File: config.mk
export PLATFORM = sky130hd
export DESIGN_NAME = mul_sequencer
export DESIGN_NICKNAME = d
export VERILOG_FILES = /design/src/rtl/mul_sequencer.sv
export SDC_FILE = /design/constraint.sdc
export NUM_CORES = 1
export LEC_CHECK = 0
export CAP_MARGIN = 15
export CORE_MARGIN = 2
export CORE_UTILIZATION = 46
export CTS_CLUSTER_DIAMETER = 150
export CTS_CLUSTER_SIZE = 28
export DETAILED_ROUTE_END_ITERATION = 12
export GPL_TIMING_DRIVEN = 0
export HOLD_SLACK_MARGIN = 0.03
export PLACE_DENSITY = 0.69
export SYNTH_ARGS = -nofsm -noshare
export SYNTH_HDL_FRONTEND = slang
export SYNTH_SLANG_ARGS = --single-unit
export TNS_END_PERCENT = 10
File: constraint.sdc
create_clock -name clock -period 10.6 [get_ports clock]
set_clock_uncertainty 0.2 [all_clocks]
set_input_delay 2.12 -clock clock [delete_from_list [all_inputs] [get_ports clock]]
set_output_delay 2.12 -clock clock [all_outputs]
set_load 0.02 [all_outputs]
File: src/rtl/mul_sequencer.sv
// mul_sequencer: issue-side sequencer for the 32-cycle shift-add multiplier serving the RISC-V
// M-extension ops MUL, MULH, MULHSU and MULHU.
//
// One request is accepted at a time over a valid/ready handshake. Signed operands are turned into
// magnitudes, the multiplier is run unsigned, and the 64-bit product is negated afterwards when the
// operand signs differ. The low or high half is returned with the request tag. A one-entry cache
// remembers the last completed product so that a back-to-back op on the same operands (e.g. MULHU
// after MUL) answers without touching the multiplier.
//
// Ports
//   clock, reset_n           clock (rising edge), asynchronous active-low reset
//   req_valid/req_ready      request handshake; req_ready only in IDLE and not while flush is high
//   req_op                   00 MUL, 01 MULH, 10 MULHSU, 11 MULHU
//   req_rs1, req_rs2         operands
//   req_tag                  returned unchanged on resp_tag
//   flush                    abort the in-flight request; its response is dropped
//   resp_valid/resp_ready    response handshake
//   resp_data, resp_tag      selected 32-bit result and its tag
//   resp_err                 multiplier timeout; resp_data is forced to 0
//   mult_enable              multiplier run enable (low clears the multiplier's internal index)
//   mult_a, mult_b           operand magnitudes, stable from LAUNCH through DRAIN
//   mult_signed_a/_b         tied 0, the multiplier always runs unsigned
//   mult_lower/_higher       product bits [31:0] / [63:32]
//   mult_valid               multiplier done, held until mult_enable drops
//   busy                     sequencer not in IDLE
module mul_sequencer #(
  parameter int unsigned TAG_W    = 4,
  parameter int unsigned CACHE_EN = 1,
  parameter int unsigned TIMEOUT  = 40
) (
  input  logic             clock,
  input  logic             reset_n,
  input  logic             req_valid,
  output logic             req_ready,
  input  logic [1:0]       req_op,
  input  logic [31:0]      req_rs1,
  input  logic [31:0]      req_rs2,
  input  logic [TAG_W-1:0] req_tag,
  input  logic             flush,
  output logic             resp_valid,
  input  logic             resp_ready,
  output logic [31:0]      resp_data,
  output logic [TAG_W-1:0] resp_tag,
  output logic             resp_err,
  output logic             mult_enable,
  output logic [31:0]      mult_a,
  output logic [31:0]      mult_b,
  output logic             mult_signed_a,
  output logic             mult_signed_b,
  input  logic [31:0]      mult_lower,
  input  logic [31:0]      mult_higher,
  input  logic             mult_valid,
  output logic             busy
);

  localparam logic [1:0] OpMul    = 2'b00;
  localparam logic [1:0] OpMulh   = 2'b01;
  localparam logic [1:0] OpMulhsu = 2'b10;

  localparam int unsigned     CntW    = $clog2(TIMEOUT + 1);
  // Last WAIT cycle index before the abort fires; WAIT lasts at most TIMEOUT cycles.
  localparam logic [CntW-1:0] CntLast = CntW'(TIMEOUT - 1);

  typedef enum logic [2:0] {
    StIdle,
    StLaunch,
    StWait,
    StDrain,
    StResp
  } state_e;

  state_e state_q, state_d;

  // Request registers
  logic [1:0]       op_q;
  logic [TAG_W-1:0] tag_q;
  logic             sa_q, sb_q;
  logic [31:0]      a_q, b_q;
  logic [63:0]      prod_q;     // unsigned product of the magnitudes
  logic             err_q;
  logic             drop_q;     // flushed while the multiplier was running: no response
  logic [CntW-1:0]  cnt_q;

  // One-entry cache. Magnitude plus sign flag is a bijection of the raw operand, so comparing
  // magnitudes and flags is the same as comparing the raw rs1/rs2 under the same sign rules.
  logic             c_valid_q;
  logic [31:0]      c_a_q, c_b_q;
  logic             c_sa_q, c_sb_q;
  logic [63:0]      c_prod_q;

  // Incoming request decode
  logic        in_sa, in_sb;
  logic [31:0] in_a, in_b;
  logic        cache_on;
  logic        hit;
  logic        accept;
  logic        capture;
  logic        timeout;
  logic        mult_active;

  always_comb begin
    in_sa = req_rs1[31] & ((req_op == OpMulh) | (req_op == OpMulhsu));
    in_sb = req_rs2[31] & (req_op == OpMulh);
    // 0x80000000 maps onto itself and is read as 2^31 by the unsigned multiplier.
    in_a  = in_sa ? (~req_rs1 + 32'd1) : req_rs1;
    in_b  = in_sb ? (~req_rs2 + 32'd1) : req_rs2;
  end

  assign cache_on    = (CACHE_EN != 0);
  assign hit         = cache_on & c_valid_q & (in_a == c_a_q) & (in_b == c_b_q) &
                       (in_sa == c_sa_q) & (in_sb == c_sb_q);
  assign accept      = (state_q == StIdle) & req_valid & ~flush;
  assign mult_active = (state_q == StLaunch) | (state_q == StWait);
  assign capture     = (state_q == StWait) & ~flush & mult_valid;
  assign timeout     = (state_q == StWait) & ~flush & ~mult_valid & (cnt_q == CntLast);

  // FSM state register
  always_ff @(posedge clock or negedge reset_n) begin
    if (!reset_n) begin
      state_q <= StIdle;
    end else begin
      state_q <= state_d;
    end
  end

  // FSM next state
  always_comb begin
    state_d = state_q;
    case (state_q)
      StIdle: begin
        if (accept) begin
          state_d = hit ? StResp : StLaunch;
        end
      end
      StLaunch: begin
        state_d = flush ? StDrain : StWait;
      end
      StWait: begin
        if (flush || mult_valid || timeout) begin
          state_d = StDrain;
        end
      end
      StDrain: begin
        if (flush) begin
          state_d = StIdle;
        end else if (!mult_valid) begin
          state_d = drop_q ? StIdle : StResp;
        end
      end
      StResp: begin
        // A flush here drops the response even if resp_ready happens to be high.
        if (flush || resp_ready) begin
          state_d = StIdle;
        end
      end
      default: state_d = StIdle;
    endcase
  end

  // FSM outputs
  always_comb begin
    req_ready   = 1'b0;
    mult_enable = 1'b0;
    resp_valid  = 1'b0;
    busy        = 1'b1;
    case (state_q)
      StIdle: begin
        req_ready = ~flush;
        busy      = 1'b0;
      end
      StWait:  mult_enable = 1'b1;
      StResp:  resp_valid  = 1'b1;
      default: ;
    endcase
  end

  // Request / result datapath
  always_ff @(posedge clock or negedge reset_n) begin
    if (!reset_n) begin
      op_q   <= 2'b00;
      tag_q  <= '0;
      sa_q   <= 1'b0;
      sb_q   <= 1'b0;
      a_q    <= '0;
      b_q    <= '0;
      prod_q <= '0;
      err_q  <= 1'b0;
      drop_q <= 1'b0;
      cnt_q  <= '0;
    end else begin
      if (accept) begin
        op_q   <= req_op;
        tag_q  <= req_tag;
        sa_q   <= in_sa;
        sb_q   <= in_sb;
        a_q    <= in_a;
        b_q    <= in_b;
        err_q  <= 1'b0;
        drop_q <= 1'b0;
        cnt_q  <= '0;
        if (hit) begin
          prod_q <= c_prod_q;
        end
      end
      if (flush && mult_active) begin
        drop_q <= 1'b1;
      end
      if (state_q == StWait) begin
        cnt_q <= cnt_q + 1'b1;
      end
      if (capture) begin
        prod_q <= {mult_higher, mult_lower};
      end
      if (timeout) begin
        err_q <= 1'b1;
      end
    end
  end

  // Product cache: written only by a completed, unflushed product; a timeout invalidates it.
  always_ff @(posedge clock or negedge reset_n) begin
    if (!reset_n) begin
      c_valid_q <= 1'b0;
      c_a_q     <= '0;
      c_b_q     <= '0;
      c_sa_q    <= 1'b0;
      c_sb_q    <= 1'b0;
      c_prod_q  <= '0;
    end else begin
      if (capture && cache_on) begin
        c_valid_q <= 1'b1;
        c_a_q     <= a_q;
        c_b_q     <= b_q;
        c_sa_q    <= sa_q;
        c_sb_q    <= sb_q;
        c_prod_q  <= {mult_higher, mult_lower};
      end else if (timeout) begin
        c_valid_q <= 1'b0;
      end
    end
  end

  // Sign fix-up and half select
  logic        neg;
  logic [63:0] prod_signed;

  always_comb begin
    neg         = sa_q ^ sb_q;
    prod_signed = neg ? (~prod_q + 64'd1) : prod_q;
    if (err_q) begin
      resp_data = '0;
    end else if (op_q == OpMul) begin
      resp_data = prod_signed[31:0];
    end else begin
      resp_data = prod_signed[63:32];
    end
  end

  assign resp_tag      = tag_q;
  assign resp_err      = err_q;
  assign mult_a        = a_q;
  assign mult_b        = b_q;
  assign mult_signed_a = 1'b0;
  assign mult_signed_b = 1'b0;

endmodule
==> results of run 1 <==
registers in the layout, summed over array words and instances (netlist names), 2 cells and up:
| name | count |
|---|---|
| c_a_q | 32 |
| c_b_q | 32 |
| c_prod_q | 64 |
| cnt_q | 6 |
| mult_a | 32 |
| mult_b | 32 |
| op_q | 2 |
| prod_q | 64 |
| resp_tag | 4 |
| state_q | 3 |
cell families (layout without fill, tap and decap cells):
group,after synthesis,after routing
AOI/OAI and AO/OA,352,352
xor gates and xnor gates,171,171
adders and majority gates,6,6
buffers and inverters,149,379
DFF,278,278
muxes,202,202
other,1,4
and+or+nand+nor,554,554
where the power goes:
| part | leakage (uW) | switching [uW] | total [uW] | internal (uW) |
|---|---|---|---|---|
| clock | 0.000167 | 337 | 568 | 231 |
| combinational | 0.00470 | 1790 | 3350 | 1570 |
| sequential | 0.00343 | 525 | 2080 | 1550 |
| total | 0.00830 | 2650 | 6000 | 3350 |
critical path: cells and delay by family (launching register included):
| kind | cells | cell delay [ns] |
|---|---|---|
| buf+inv | 1 | 0.68 |
| compound gates | 2 | 0.54 |
| xor+xnor | 1 | 0.18 |
| flops | 1 | 0.45 |
| simple gates | 6 | 2.76 |
layout by cell type, fill, tap and decap left out, types with 8 or more instances in the layout:
| cell type | count |
|---|---|
| sky130_fd_sc_hd__dfrtp_1 | 278 |
| sky130_fd_sc_hd__clkdlybuf4s50_1 | 211 |
| sky130_fd_sc_hd__nand2_1 | 160 |
| sky130_fd_sc_hd__mux2_2 | 137 |
| sky130_fd_sc_hd__o21ai_0 | 119 |
| sky130_fd_sc_hd__nor2_1 | 116 |
| sky130_fd_sc_hd__xnor2_1 | 105 |
| sky130_fd_sc_hd__clkbuf_1 | 72 |
| sky130_fd_sc_hd__a21oi_1 | 67 |
| sky130_fd_sc_hd__xor2_1 | 64 |
| sky130_fd_sc_hd__mux2_4 | 60 |
| sky130_fd_sc_hd__nor3_1 | 38 |
| sky130_fd_sc_hd__a211oi_1 | 38 |
| sky130_fd_sc_hd__nand3_1 | 36 |
| sky130_fd_sc_hd__inv_1 | 33 |
| sky130_fd_sc_hd__nor4_1 | 32 |
| sky130_fd_sc_hd__nor2b_1 | 23 |
| sky130_fd_sc_hd__or3_1 | 21 |
| sky130_fd_sc_hd__nand2b_1 | 19 |
| sky130_fd_sc_hd__nand4_1 | 19 |
| sky130_fd_sc_hd__a31oi_1 | 18 |
| sky130_fd_sc_hd__buf_6 | 17 |
| sky130_fd_sc_hd__o31ai_1 | 14 |
| sky130_fd_sc_hd__clkbuf_16 | 13 |
| sky130_fd_sc_hd__buf_2 | 12 |
| sky130_fd_sc_hd__and3_1 | 11 |
| sky130_fd_sc_hd__or4_1 | 11 |
| sky130_fd_sc_hd__o22ai_1 | 11 |
| sky130_fd_sc_hd__a2111oi_0 | 10 |
| sky130_fd_sc_hd__and2_1 | 9 |
| sky130_fd_sc_hd__o41ai_1 | 8 |
| sky130_fd_sc_hd__a311oi_1 | 8 |
final cells by class:
type	instances	area, um2	area share, %
multi-input cells	1287	9330	46.1
clock buffers	14	339	1.68
inverters	33	124	0.613
well taps	468	586	2.90
flip-flops and latches	278	6960	34.4
plain buffers	116	694	3.43
diodes	2	5.00	0.0248
repair buffers	216	2190	10.8
how the worst min path moves through the flow:
stage,endpoint,from
6_report,resp_tag[2],resp_tag[2]
5_1_grt,resp_tag[1],resp_tag[1]
4_1_cts,resp_tag[2],resp_tag[2]
3_5_place_dp,resp_tag[2],resp_tag[2]
3_3_place_gp,resp_tag[1],resp_tag[1]
2_1_floorplan,c_valid_q,c_valid_q
per-layer routing:
layer  up-vias  routed length (um)  track usage, %
li1       6634                   -               -
met1      7478               28900            47.2
met2       666               31200            56.1
met3       125                4660            4.64
met4         2                2630            12.0
met5         -                   9               0
metrics by stage:
step	setup slack, ns	instance area, um2	hold WS [ns]	total power (uW)	TNS, ns
after floorplan	5.06	17100	0.245	3960	0
after global placement	-4.57	19800	0.265	5360	-1253.83
after detailed placement	2.91	19900	0.262	5400	0
after CTS	3.25	20200	0.288	5990	0
after global routing	3.03	20200	0.317	6320	0
final	3.18	20200	0.284	6000	0
==> impl_table.tex, run 1 <==
\begin{tabular}{lr}
\hline
Metric & Value \\
\hline
\multicolumn{2}{l}{\textbf{Synth}} \\
\quad Library cell with the largest summed area after synthesis & sky130\_fd\_sc\_hd\_\_dfrtp\_1 \\
\quad Syn Inst Count & 1,713 \\
\quad Main combinational cell family by area after synthesis & simple AND/OR/NAND/NOR gates \\
\quad Post-synthesis sequential area ratio & 40.7\% \\
\quad Synthesized-area fraction occupied by xor and xnor cells & 8.93\% \\
\quad Largest cells by area after synthesis & sky130\_fd\_sc\_hd\_\_dfrtp\_1 (41\%), sky130\_fd\_sc\_hd\_\_mux2\_2 (9.0\%), sky130\_fd\_sc\_hd\_\_xnor2\_1 (5.4\%) \\
\quad Multiplexer area fraction after synthesis & 14.6\% \\
\quad Mapped Avg Cell Area & 9.98 um2 \\
\quad Post-Synth Adder-Cell Area & 0.424\% \\
\quad Flops \& latches, synth & 278 \\
\quad Yosys warnings & 0 \\
\quad Total standard cell area after synthesis & 17,100 um2 \\
\quad Share of the synthesized area in compound gates (AO/OA/AOI/OAI) & 13.3\% \\
\quad Number of distinct standard cells referenced by the synthesized netlist & 93 \\
\quad Fraction of registers with async set or reset after synthesis & 100\% \\
\quad Area share of and/or/nand/nor cells after synthesis & 17.3\% \\
\quad Most frequent cells after synthesis & sky130\_fd\_sc\_hd\_\_dfrtp\_1 (278), sky130\_fd\_sc\_hd\_\_nand2\_1 (160), sky130\_fd\_sc\_hd\_\_mux2\_2 (137), sky130\_fd\_sc\_hd\_\_o21ai\_0 (119), sky130\_fd\_sc\_hd\_\_nor2\_1 (116) \\
\quad Number of flops mapped to enable cells by yosys & 0 \\
\quad Synth top area share & 40.7\% \\
\quad Dominant cell by count in the synthesized netlist & sky130\_fd\_sc\_hd\_\_dfrtp\_1 \\
\quad Prevailing post-synth register cell & sky130\_fd\_sc\_hd\_\_dfrtp\_1 \\
\multicolumn{2}{l}{\textbf{Worst setup path}} \\
\quad Req. time, crit path & 8.28 ns \\
\quad WP data arrival & 5.10 ns \\
\quad Cell mode on critical path & sky130\_fd\_sc\_hd\_\_nand3\_1 \\
\quad Cell breakdown of the critical path & or3\_1 > nor3b\_1 > nand3\_1 > nor3\_1 > nand3\_1 > nor2\_1 > a21oi\_1 > xnor2\_1 > a211oi\_1 > clkdlybuf4s50\_1 \\
\quad Critical-path maximum fanout & 8 \\
\quad Worst-path cell with the longest stage delay & sky130\_fd\_sc\_hd\_\_clkdlybuf4s50\_1 \\
\quad Start of the worst register-to-register path & c\_b\_q[19] \\
\quad R2R setup slack & 6.12 ns \\
\quad Crit. Startpoint & prod\_q[2] \\
\quad Worst flop-to-flop path endpoint & prod\_q[34] \\
\quad Slowest stage delay, CP & 0.68 ns \\
\quad Worst Setup EP & resp\_data[10] \\
\quad CP endpoint kind & output pin \\
\quad Kind of start point of the critical path & register \\
\quad Number of cells on the worst reg-to-reg path & 12 \\
\quad Critical Setup Path Class & register to output pin \\
\multicolumn{2}{l}{\textbf{Detailed routing}} \\
\quad Routed vias & 14,905 \\
\quad First-pass iteration count of the detailed router & 6 \\
\quad Count of antenna-violating nets left after detailed routing & 0 \\
\quad Routed len/inst & 27.9 um \\
\quad Wirelength, routed & 67,400 um \\
\quad DR vias/cell & 6.17 \\
\quad Initial drt markers & 1,433 \\
\quad Number of DRC violations after detailed routing & 0 \\
\multicolumn{2}{l}{\textbf{Placed design}} \\
\quad Detailed placement HPWL & 53,600 um \\
\quad Port buffer count & 212 \\
\quad Cell count after placement & 2,398 \\
\quad Placer Congestion & 1.03 \\
\multicolumn{2}{l}{\textbf{Min path}} \\
\quad Worst hold path depth & 2 \\
\quad Worst hold-check path type & register to register \\
\multicolumn{2}{l}{\textbf{Clock network}} \\
\quad Number of buffers between clock root and the deepest sink & 3 \\
\quad Setup Fix Bufs, Post-CTS & 0 \\
\quad Sink count of the clock tree & 278 \\
\quad Clock Pin Slew Worst Setup and Hold Paths & 0.11 ns \\
\quad Num CTS Buffers & 13 \\
\quad Maximum level of the CTS H-tree & 1 \\
\quad Root cell of the clock tree & sky130\_fd\_sc\_hd\_\_clkbuf\_16 \\
\quad TritonCTS clock tree & built \\
\quad Post-CTS Hold Buffers & 0 \\
\quad Number of resized instances in the post-cts repair step & 0 \\
\quad Clock latency at the later pin of the worst-skew pair & 0.53 ns \\
\multicolumn{2}{l}{\textbf{Finish}} \\
\quad Final core area utilization & 55.2\% \\
\quad Final layout net count & 2,090 \\
\quad Area growth syn-to-layout & 18.3\% \\
\quad Fraction of layout instances using a drive strength above 1 & 15.1\% \\
\quad Fillcell total & 3,295 \\
\quad Post-route insts no fill & 2,414 \\
\multicolumn{2}{l}{\textbf{Global route}} \\
\quad Number of global-route vias before repair & 14,650 \\
\quad Global-route wire length before repair & 98,500 um \\
\quad Global route total overflow & 0 \\
\quad Largest net degree at the start of global routing & 101 \\
\quad Initial antenna violation count & 3 \\
\quad Total global routing track utilization & 34.4\% \\
\multicolumn{2}{l}{\textbf{Timing}} \\
\quad Max-slew headroom & 16.3\% \\
\quad Period utilization & 70.0\% \\
\quad Hold Fails Final Rpt & 0 \\
\quad Unrepaired setup endpoints after global routing & false \\
\quad Final critical path time including I/O delays and setup & 7.42 ns \\
\quad Max Clock Freq & 135 MHz \\
\quad Number of setup violations in the final report & 0 \\
\quad Slew at the pin closest to its max-slew limit & 1.24 ns \\
\quad Total count of max-transition violations in the final report & 0 \\
\multicolumn{2}{l}{\textbf{Job}} \\
\quad Max-cap violations & 0 \\
\multicolumn{2}{l}{\textbf{Floorplanning}} \\
\quad Initial core utilization & 46.7\% \\
\quad Placeable Area & 36,600 um2 \\
\quad FP Rows & 70 \\
\quad X dimension of the die & 197 um \\
\quad I/O pin count & 247 \\
\quad Overall die area & 38,700 um2 \\
\quad Vertical die dimension & 197 um \\
\multicolumn{2}{l}{\textbf{Status}} \\
\quad Status & complete, no violations \\
\multicolumn{2}{l}{\textbf{Pwr}} \\
\quad Total power divided by cell area & 297 nW/um2 \\
\quad Maximum resistive drop on vdd & 182 uV \\
\quad Leakage power figure & 0.00830 uW \\
\hline
\end{tabular}
Note: power is estimated with default switching activity, not from simulation.
==> run 2, diff against run 1 <==
--- a/config.mk
+++ b/config.mk
@@ -13,7 +13,7 @@
 export DETAILED_ROUTE_END_ITERATION = 12
 export GPL_TIMING_DRIVEN = 0
 export HOLD_SLACK_MARGIN = 0.03
-export PLACE_DENSITY = 0.69
+export PLACE_DENSITY = 0.72
 export SYNTH_ARGS = -nofsm -noshare
 export SYNTH_HDL_FRONTEND = slang
 export SYNTH_SLANG_ARGS = --single-unit
==> constraint.sdc (replaced) <==
create_clock -name clock -period 6.02 [get_ports clock]
set_clock_uncertainty 0.2 [all_clocks]
set_input_delay 1.204 -clock clock [delete_from_list [all_inputs] [get_ports clock]]
set_output_delay 1.204 -clock clock [all_outputs]
set_load 0.02 [all_outputs]
==> impl_table.tex, run 2 (synthesized netlist as in run 1, its figures left out) <==
\begin{tabular}{lr}
\hline
Metric & Value \\
\hline
\multicolumn{2}{l}{\textbf{Finish}} \\
\quad Leading cell type in the layout, fill and taps excluded & sky130\_fd\_sc\_hd\_\_dfrtp\_1 \\
\quad Fillcell total & 3,311 \\
\quad Fraction of layout instances using a drive strength above 1 & 16.0\% \\
\quad Registers with the highest flip-flop counts & c\_prod\_q (64), prod\_q (64) \\
\quad Final Instance Area & 20,300 um2 \\
\quad Area growth syn-to-layout & 18.7\% \\
\quad Final layout net count & 2,087 \\
\quad Leading cell types in the layout, fill and taps excluded & sky130\_fd\_sc\_hd\_\_dfrtp\_1 (278), sky130\_fd\_sc\_hd\_\_clkdlybuf4s50\_1 (211), sky130\_fd\_sc\_hd\_\_nand2\_1 (160) \\
\multicolumn{2}{l}{\textbf{Detailed routing}} \\
\quad DR vias/cell & 6.18 \\
\quad Wirelength, routed & 68,500 um \\
\quad Initial drt markers & 1,300 \\
\quad Count of antenna-violating nets left after detailed routing & 0 \\
\quad First-pass iteration count of the detailed router & 6 \\
\quad Routed vias & 14,916 \\
\quad Routed len/inst & 28.4 um \\
\quad Number of DRC violations after detailed routing & 0 \\
\multicolumn{2}{l}{\textbf{Global route}} \\
\quad Number of global-route vias before repair & 14,820 \\
\quad Global-route wire length before repair & 99,800 um \\
\quad Initial antenna violation count & 2 \\
\quad Global route total overflow & 0 \\
\quad Largest net degree at the start of global routing & 111 \\
\quad Total global routing track utilization & 35.0\% \\
\multicolumn{2}{l}{\textbf{Clock network}} \\
\quad Sink count of the clock tree & 278 \\
\quad Clock Pin Slew Worst Setup and Hold Paths & 0.11 ns \\
\quad Root cell of the clock tree & sky130\_fd\_sc\_hd\_\_clkbuf\_16 \\
\quad Setup Fix Bufs, Post-CTS & 0 \\
\quad TritonCTS clock tree & built \\
\quad Maximum level of the CTS H-tree & 1 \\
\quad Number of buffers between clock root and the deepest sink & 3 \\
\quad Num CTS Buffers & 13 \\
\quad Clock latency at the later pin of the worst-skew pair & 0.54 ns \\
\multicolumn{2}{l}{\textbf{Min path}} \\
\quad Worst Min Path Start & resp\_tag[3] \\
\quad Worst hold-check path type & register to register \\
\multicolumn{2}{l}{\textbf{Pwr}} \\
\quad Total power divided by cell area & 525 nW/um2 \\
\quad Leakage power figure & 0.00832 uW \\
\quad Maximum resistive drop on vdd & 388 uV \\
\multicolumn{2}{l}{\textbf{Worst setup path}} \\
\quad Critical Setup Path Class & input pin to register \\
\quad Worst Setup EP & prod\_q[62] \\
\quad Number of cells on the worst reg-to-reg path & 12 \\
\quad WP data arrival & 6.18 ns \\
\quad R2R setup slack & 1.55 ns \\
\quad Start of the worst register-to-register path & c\_b\_q[15] \\
\quad Req. time, crit path & 6.23 ns \\
\quad Critical-path maximum fanout & 10 \\
\quad Crit. Startpoint & req\_op[1] \\
\quad Worst flop-to-flop path endpoint & prod\_q[62] \\
\quad CP endpoint kind & register \\
\quad Kind of start point of the critical path & input pin \\
\multicolumn{2}{l}{\textbf{Floorplanning}} \\
\quad I/O pin count & 247 \\
\quad FP Rows & 70 \\
\quad Vertical die dimension & 197 um \\
\quad Placeable Area & 36,600 um2 \\
\quad Overall die area & 38,700 um2 \\
\quad Initial core utilization & 46.7\% \\
\quad X dimension of the die & 197 um \\
\multicolumn{2}{l}{\textbf{Timing}} \\
\quad Unrepaired setup endpoints after global routing & false \\
\quad Max-slew headroom & 24.1\% \\
\quad Total count of max-transition violations in the final report & 0 \\
\quad Number of setup violations in the final report & 0 \\
\quad Max Clock Freq & 168 MHz \\
\quad Slew at the pin closest to its max-slew limit & 1.14 ns \\
\quad Total negative slack & 0 ns \\
\quad Final critical path time including I/O delays and setup & 5.96 ns \\
\quad Period utilization & 99.0\% \\
\quad Hold Fails Final Rpt & 0 \\
\multicolumn{2}{l}{\textbf{Job}} \\
\quad Max-cap violations & 0 \\
\multicolumn{2}{l}{\textbf{Placed design}} \\
\quad Detailed placement HPWL & 54,200 um \\
\quad Port buffer count & 212 \\
\quad DP Area & 19,900 um2 \\
\quad Placer Congestion & 1.04 \\
\multicolumn{2}{l}{\textbf{Status}} \\
\quad Status & complete, no violations \\
\hline
\end{tabular}
==> run 2: cell count changes in the layout (fill, tap and decap cells not counted), moves of 2 or more <==
cell / before / now
sky130_fd_sc_hd__a2111oi_0: 10 / 5
sky130_fd_sc_hd__a2111oi_2: 0 / 3
sky130_fd_sc_hd__nor4_1: 32 / 30
sky130_fd_sc_hd__clkbuf_2: 0 / 4
sky130_fd_sc_hd__nor4_2: 5 / 7
sky130_fd_sc_hd__a2111oi_1: 0 / 2
sky130_fd_sc_hd__o21ai_0: 119 / 117
sky130_fd_sc_hd__clkbuf_1: 72 / 67
sky130_fd_sc_hd__o21ai_1: 2 / 4
sky130_fd_sc_hd__buf_1: 6 / 4
==> run 2: area by class of cell <==
cell class	count	area [um2]	area share [%]
Antenna cell	2	5.00	0.0247
Multi-Input combinational cell	1287	9400	46.3
Clock buffer	14	339	1.67
Timing Repair Buffer	214	2180	10.7
Inverter	33	124	0.610
Buffer	115	696	3.43
Tap cell	468	586	2.88
Clock inverter	1	8.76	0.0431
Sequential cell	278	6960	34.3
==> run 2: stage by stage <==
stage / utilization (%) / hold WS [ns] / power, uW / setup slack, ns / instances
2_1_floorplan: - / 0.245 / 6970 / 1.39 / 1714
3_3_place_gp: 54.1 / 0.265 / 9450 / -8.18 / 2394
3_5_place_dp: 54.3 / 0.273 / 9530 / -0.898 / 2396
4_1_cts: 55.3 / 0.299 / 10600 / -0.000808 / 2410
5_1_grt: 55.5 / 0.315 / 11200 / 0.00595 / 2412
6_report: 55.5 / 0.300 / 10600 / 0.0580 / 2412
==> run 2: power breakdown <==
part	internal [uW]	total [uW]	switching [uW]
registers	2730	3640	909
logic	2780	5970	3190
clock network	411	1040	628
total	5920	10600	4730
==> run 2: what timing repair did <==
item                                   4_1_cts  5_1_grt
gates resized for setup                      7       20
hold buffers                                 0        0
setup endpoints to repair                   77       77
endpoints found under the hold margin        0        0
==> run 2: worst min path at each step <==
stage,depth (start not counted),end
2_1_floorplan,2,c_valid_q
3_3_place_gp,2,resp_tag[3]
4_1_cts,2,resp_tag[2]
3_5_place_dp,2,resp_tag[2]
6_report,2,resp_tag[3]
5_1_grt,2,resp_tag[2]
==> run 2: routing by layer <==
layer | vias up | track usage, % | wire length (um) | part of all wire (%)
met2 | 627 | 56.4 | 31500 | 46
li1 | 6649 | - | - | -
met1 | 7508 | 47.4 | 29400 | 43
met5 | - | 0 | 0 | 0
met3 | 132 | 5.63 | 4400 | 6.4
met4 | 0 | 13.8 | 3180 | 4.6
==> run 2: critical path, stage by stage <==
cell and delay, ns:
sky130_fd_sc_hd__clkdlybuf4s50_1 0.47, sky130_fd_sc_hd__inv_1 0.11, sky130_fd_sc_hd__ha_1 0.15, sky130_fd_sc_hd__clkbuf_1 0.35
sky130_fd_sc_hd__nand2_1 0.32, sky130_fd_sc_hd__clkbuf_1 0.42, sky130_fd_sc_hd__nand2_1 0.17, sky130_fd_sc_hd__a21oi_1 0.09
sky130_fd_sc_hd__a2111oi_1 0.71, sky130_fd_sc_hd__o2111ai_1 0.26, sky130_fd_sc_hd__nor4bb_1 0.44, sky130_fd_sc_hd__nand4_1 0.20
sky130_fd_sc_hd__nor4_4 0.46, sky130_fd_sc_hd__a21boi_2 0.12, sky130_fd_sc_hd__buf_6 0.20, sky130_fd_sc_hd__buf_12 0.17
sky130_fd_sc_hd__mux2_4 0.30
==> run 3, diff against run 2 <==
--- a/config.mk
+++ b/config.mk
@@ -8,12 +8,12 @@
 export CAP_MARGIN = 15
 export CORE_MARGIN = 2
 export CORE_UTILIZATION = 46
-export CTS_CLUSTER_DIAMETER = 150
+export CTS_CLUSTER_DIAMETER = 30
 export CTS_CLUSTER_SIZE = 28
 export DETAILED_ROUTE_END_ITERATION = 12
 export GPL_TIMING_DRIVEN = 0
 export HOLD_SLACK_MARGIN = 0.03
-export PLACE_DENSITY = 0.72
+export PLACE_DENSITY = 0.69
 export SYNTH_ARGS = -nofsm -noshare
 export SYNTH_HDL_FRONTEND = slang
 export SYNTH_SLANG_ARGS = --single-unit
==> constraint.sdc (replaced) <==
create_clock -name clock -period 5.7 [get_ports clock]
set_clock_uncertainty 0.2 [all_clocks]
set_input_delay 1.14 -clock clock [delete_from_list [all_inputs] [get_ports clock]]
set_output_delay 1.14 -clock clock [all_outputs]
set_load 0.02 [all_outputs]
==> impl_table.tex, run 3 (synthesized netlist as in run 1, its figures left out) <==
\begin{tabular}{lr}
\hline
Metric & Value \\
\hline
\multicolumn{2}{l}{\textbf{Status}} \\
\quad Status & complete, no violations \\
\multicolumn{2}{l}{\textbf{Pwr}} \\
\quad Overall power & 13,700 uW \\
\quad Net switching power & 5530 uW \\
\quad Gate power share & 46.2\% \\
\quad Sw frac & 40.3\% \\
\quad Leakage power figure & 0.00926 uW \\
\quad Proportion of power drawn by flip-flops and latches & 28.5\% \\
\quad Total power divided by cell area & 620 nW/um2 \\
\quad Share of power burned in the clock network & 25.3\% \\
\quad Total internal power & 8190 uW \\
\quad Maximum resistive drop on vdd & 369 uV \\
\multicolumn{2}{l}{\textbf{Timing}} \\
\quad Final critical path time including I/O delays and setup & 5.70 ns \\
\quad Total count of max-transition violations in the final report & 0 \\
\quad Number of setup violations in the final report & 0 \\
\quad Hold Fails Final Rpt & 0 \\
\quad Unrepaired setup endpoints after global routing & true \\
\quad Worst slack on hold paths & 0.272 ns \\
\quad Period utilization & 99.9\% \\
\quad Slew at the pin closest to its max-slew limit & 1.19 ns \\
\quad Total negative slack & 0 ns \\
\quad Max Clock Freq & 176 MHz \\
\quad Max-slew headroom & 20.8\% \\
\multicolumn{2}{l}{\textbf{Detailed routing}} \\
\quad Routed vias & 15,437 \\
\quad Count of antenna-violating nets left after detailed routing & 0 \\
\quad Routed len/inst & 27.9 um \\
\quad Number of DRC violations after detailed routing & 0 \\
\quad Wirelength, routed & 70,100 um \\
\quad Initial drt markers & 1,469 \\
\quad DR vias/cell & 6.15 \\
\quad First-pass iteration count of the detailed router & 6 \\
\multicolumn{2}{l}{\textbf{Global route}} \\
\quad Total global routing track utilization & 35.9\% \\
\quad Global-route wire length before repair & 102,000 um \\
\quad Number of global-route vias before repair & 15,396 \\
\quad Initial antenna violation count & 5 \\
\quad Global route total overflow & 0 \\
\quad Largest net degree at the start of global routing & 101 \\
\multicolumn{2}{l}{\textbf{Placed design}} \\
\quad Cell count after placement & 2,398 \\
\quad Port buffer count & 212 \\
\quad Detailed placement HPWL & 53,600 um \\
\quad Placer Congestion & 1.03 \\
\quad DP Area & 19,900 um2 \\
\multicolumn{2}{l}{\textbf{Worst setup path}} \\
\quad Critical Setup Path Class & register to output pin \\
\quad Kind of start point of the critical path & register \\
\quad Number of cells on the worst reg-to-reg path & 13 \\
\quad WP data arrival & 4.36 ns \\
\quad Critical-path maximum fanout & 5 \\
\quad Req. time, crit path & 4.36 ns \\
\quad CP endpoint kind & output pin \\
\multicolumn{2}{l}{\textbf{Finish}} \\
\quad Area growth syn-to-layout & 29.4\% \\
\quad Fraction of layout instances using a drive strength above 1 & 20.1\% \\
\quad Registers with the highest flip-flop counts & c\_prod\_q (64), prod\_q (64) \\
\quad Fillcell total & 3,069 \\
\quad Post-route insts no fill & 2,511 \\
\quad Leading cell types in the layout, fill and taps excluded & sky130\_fd\_sc\_hd\_\_dfrtp\_1 (278), sky130\_fd\_sc\_hd\_\_clkdlybuf4s50\_1 (207), sky130\_fd\_sc\_hd\_\_nand2\_1 (160) \\
\quad Final Instance Area & 22,100 um2 \\
\quad Final layout net count & 2,140 \\
\quad Leading cell type in the layout, fill and taps excluded & sky130\_fd\_sc\_hd\_\_dfrtp\_1 \\
\multicolumn{2}{l}{\textbf{Floorplanning}} \\
\quad I/O pin count & 247 \\
\quad Placeable Area & 36,600 um2 \\
\quad FP Rows & 70 \\
\quad Overall die area & 38,700 um2 \\
\quad Initial core utilization & 46.7\% \\
\quad Vertical die dimension & 197 um \\
\quad X dimension of the die & 197 um \\
\multicolumn{2}{l}{\textbf{Clock network}} \\
\quad Post-CTS Hold Buffers & 0 \\
\quad Maximum level of the CTS H-tree & 2 \\
\quad TritonCTS clock tree & built \\
\quad Clock latency at the later pin of the worst-skew pair & 0.59 ns \\
\quad Clock Pin Slew Worst Setup and Hold Paths & 0.05 ns \\
\quad Sink count of the clock tree & 278 \\
\quad Number of buffers between clock root and the deepest sink & 3 \\
\quad Num CTS Buffers & 58 \\
\quad Root cell of the clock tree & sky130\_fd\_sc\_hd\_\_clkbuf\_16 \\
\multicolumn{2}{l}{\textbf{Job}} \\
\quad Max-cap violations & 0 \\
\multicolumn{2}{l}{\textbf{Min path}} \\
\quad Worst hold-check path type & register to register \\
\quad Worst hold path depth & 2 \\
\hline
\end{tabular}
[run 3: cell count changes in the layout (fill, tap and decap cells not counted), sizes merged]
cell,previous run,this run
clkbuf,85,145
bufinv,0,8
buf,47,54
dlymetal6s2s,0,4
clkdlybuf4s50,211,207
clkinv,0,15
clkinvlp,0,6
inv,34,37
[run 3: per-stage QoR]
stage / setup slack [ns] / utilization (%)
3_5_place_dp: -1.01 / 54.3
5_1_grt: -0.125 / 60.4
4_1_cts: 0.00665 / 60.0
2_1_floorplan: 1.14 / -
6_report: 0.00456 / 60.4
3_3_place_gp: -8.49 / 54.1
[run 3: cell type report]
| class | instances | area, um2 | share of cell area (%) |
|---|---|---|---|
| Buffer | 115 | 702 | 3.17 |
| Timing Repair Buffer | 222 | 2240 | 10.1 |
| Antenna cell | 2 | 5.00 | 0.0226 |
| Sequential cell | 278 | 6960 | 31.4 |
| Multi-Input combinational cell | 1287 | 9470 | 42.8 |
| Inverter | 33 | 124 | 0.560 |
| Tap cell | 468 | 586 | 2.65 |
| Clock inverter | 33 | 425 | 1.92 |
| Clock buffer | 73 | 1610 | 7.27 |
[run 3: final timing paths]
| check | slack (ns) | from | end |
|---|---|---|---|
| min in group asynchronous | 0.36 | reset_n | c_prod_q[57] |
| worst max register to register | 1.39 | c_b_q[19] | prod_q[0] |
| max in group asynchronous | 3.52 | reset_n | mult_b[27] |
| worst max-delay path | 0.005 | prod_q[8] | resp_data[25] |
| worst min register to register | 0.27 | resp_tag[2] | resp_tag[2] |
| worst min-delay path | 0.27 | resp_tag[2] | resp_tag[2] |
[run 3: power by group through the flow]
stage	clock network, uW	logic [uW]	registers [uW]
floorplan	0	3590	3770
global placement	0	6120	3840
detailed placement	0	6180	3870
CTS	3520	6260	3870
global route	3600	6710	4000
finish	3470	6330	3910
[run 3: worst max-delay path, cell delays in order, from the launching register on]
cell and delay, ns:
sky130_fd_sc_hd__dfrtp_1 0.44, sky130_fd_sc_hd__nor4_1 0.50, sky130_fd_sc_hd__nor2b_4 0.30, sky130_fd_sc_hd__nand4_1 0.23
sky130_fd_sc_hd__or2_2 0.42, sky130_fd_sc_hd__o41ai_4 0.39, sky130_fd_sc_hd__o21ai_1 0.24, sky130_fd_sc_hd__nor2_1 0.19
sky130_fd_sc_hd__xnor2_1 0.18, sky130_fd_sc_hd__a21oi_1 0.12, sky130_fd_sc_hd__nor2_1 0.12, sky130_fd_sc_hd__clkdlybuf4s50_1 0.61
[run 3: what timing repair did]
action / in CTS / in global routing
hold endpoints to repair: 0 / 0
endpoints found under the setup margin: 82 / 85
gates resized for setup: 16 / 29
pin swaps: 0 / 4
buffers inserted: 0 / 6
[run 3: layer usage]
metal / GRT usage, % / part of all wire (%) / up-vias
li1: - / - / 6767
met1: 47.6 / 41 / 7766
met2: 58.2 / 46 / 731
met3: 6.18 / 7.4 / 169
met4: 15.5 / 4.7 / 4
met5: 0 / 0.037 / -
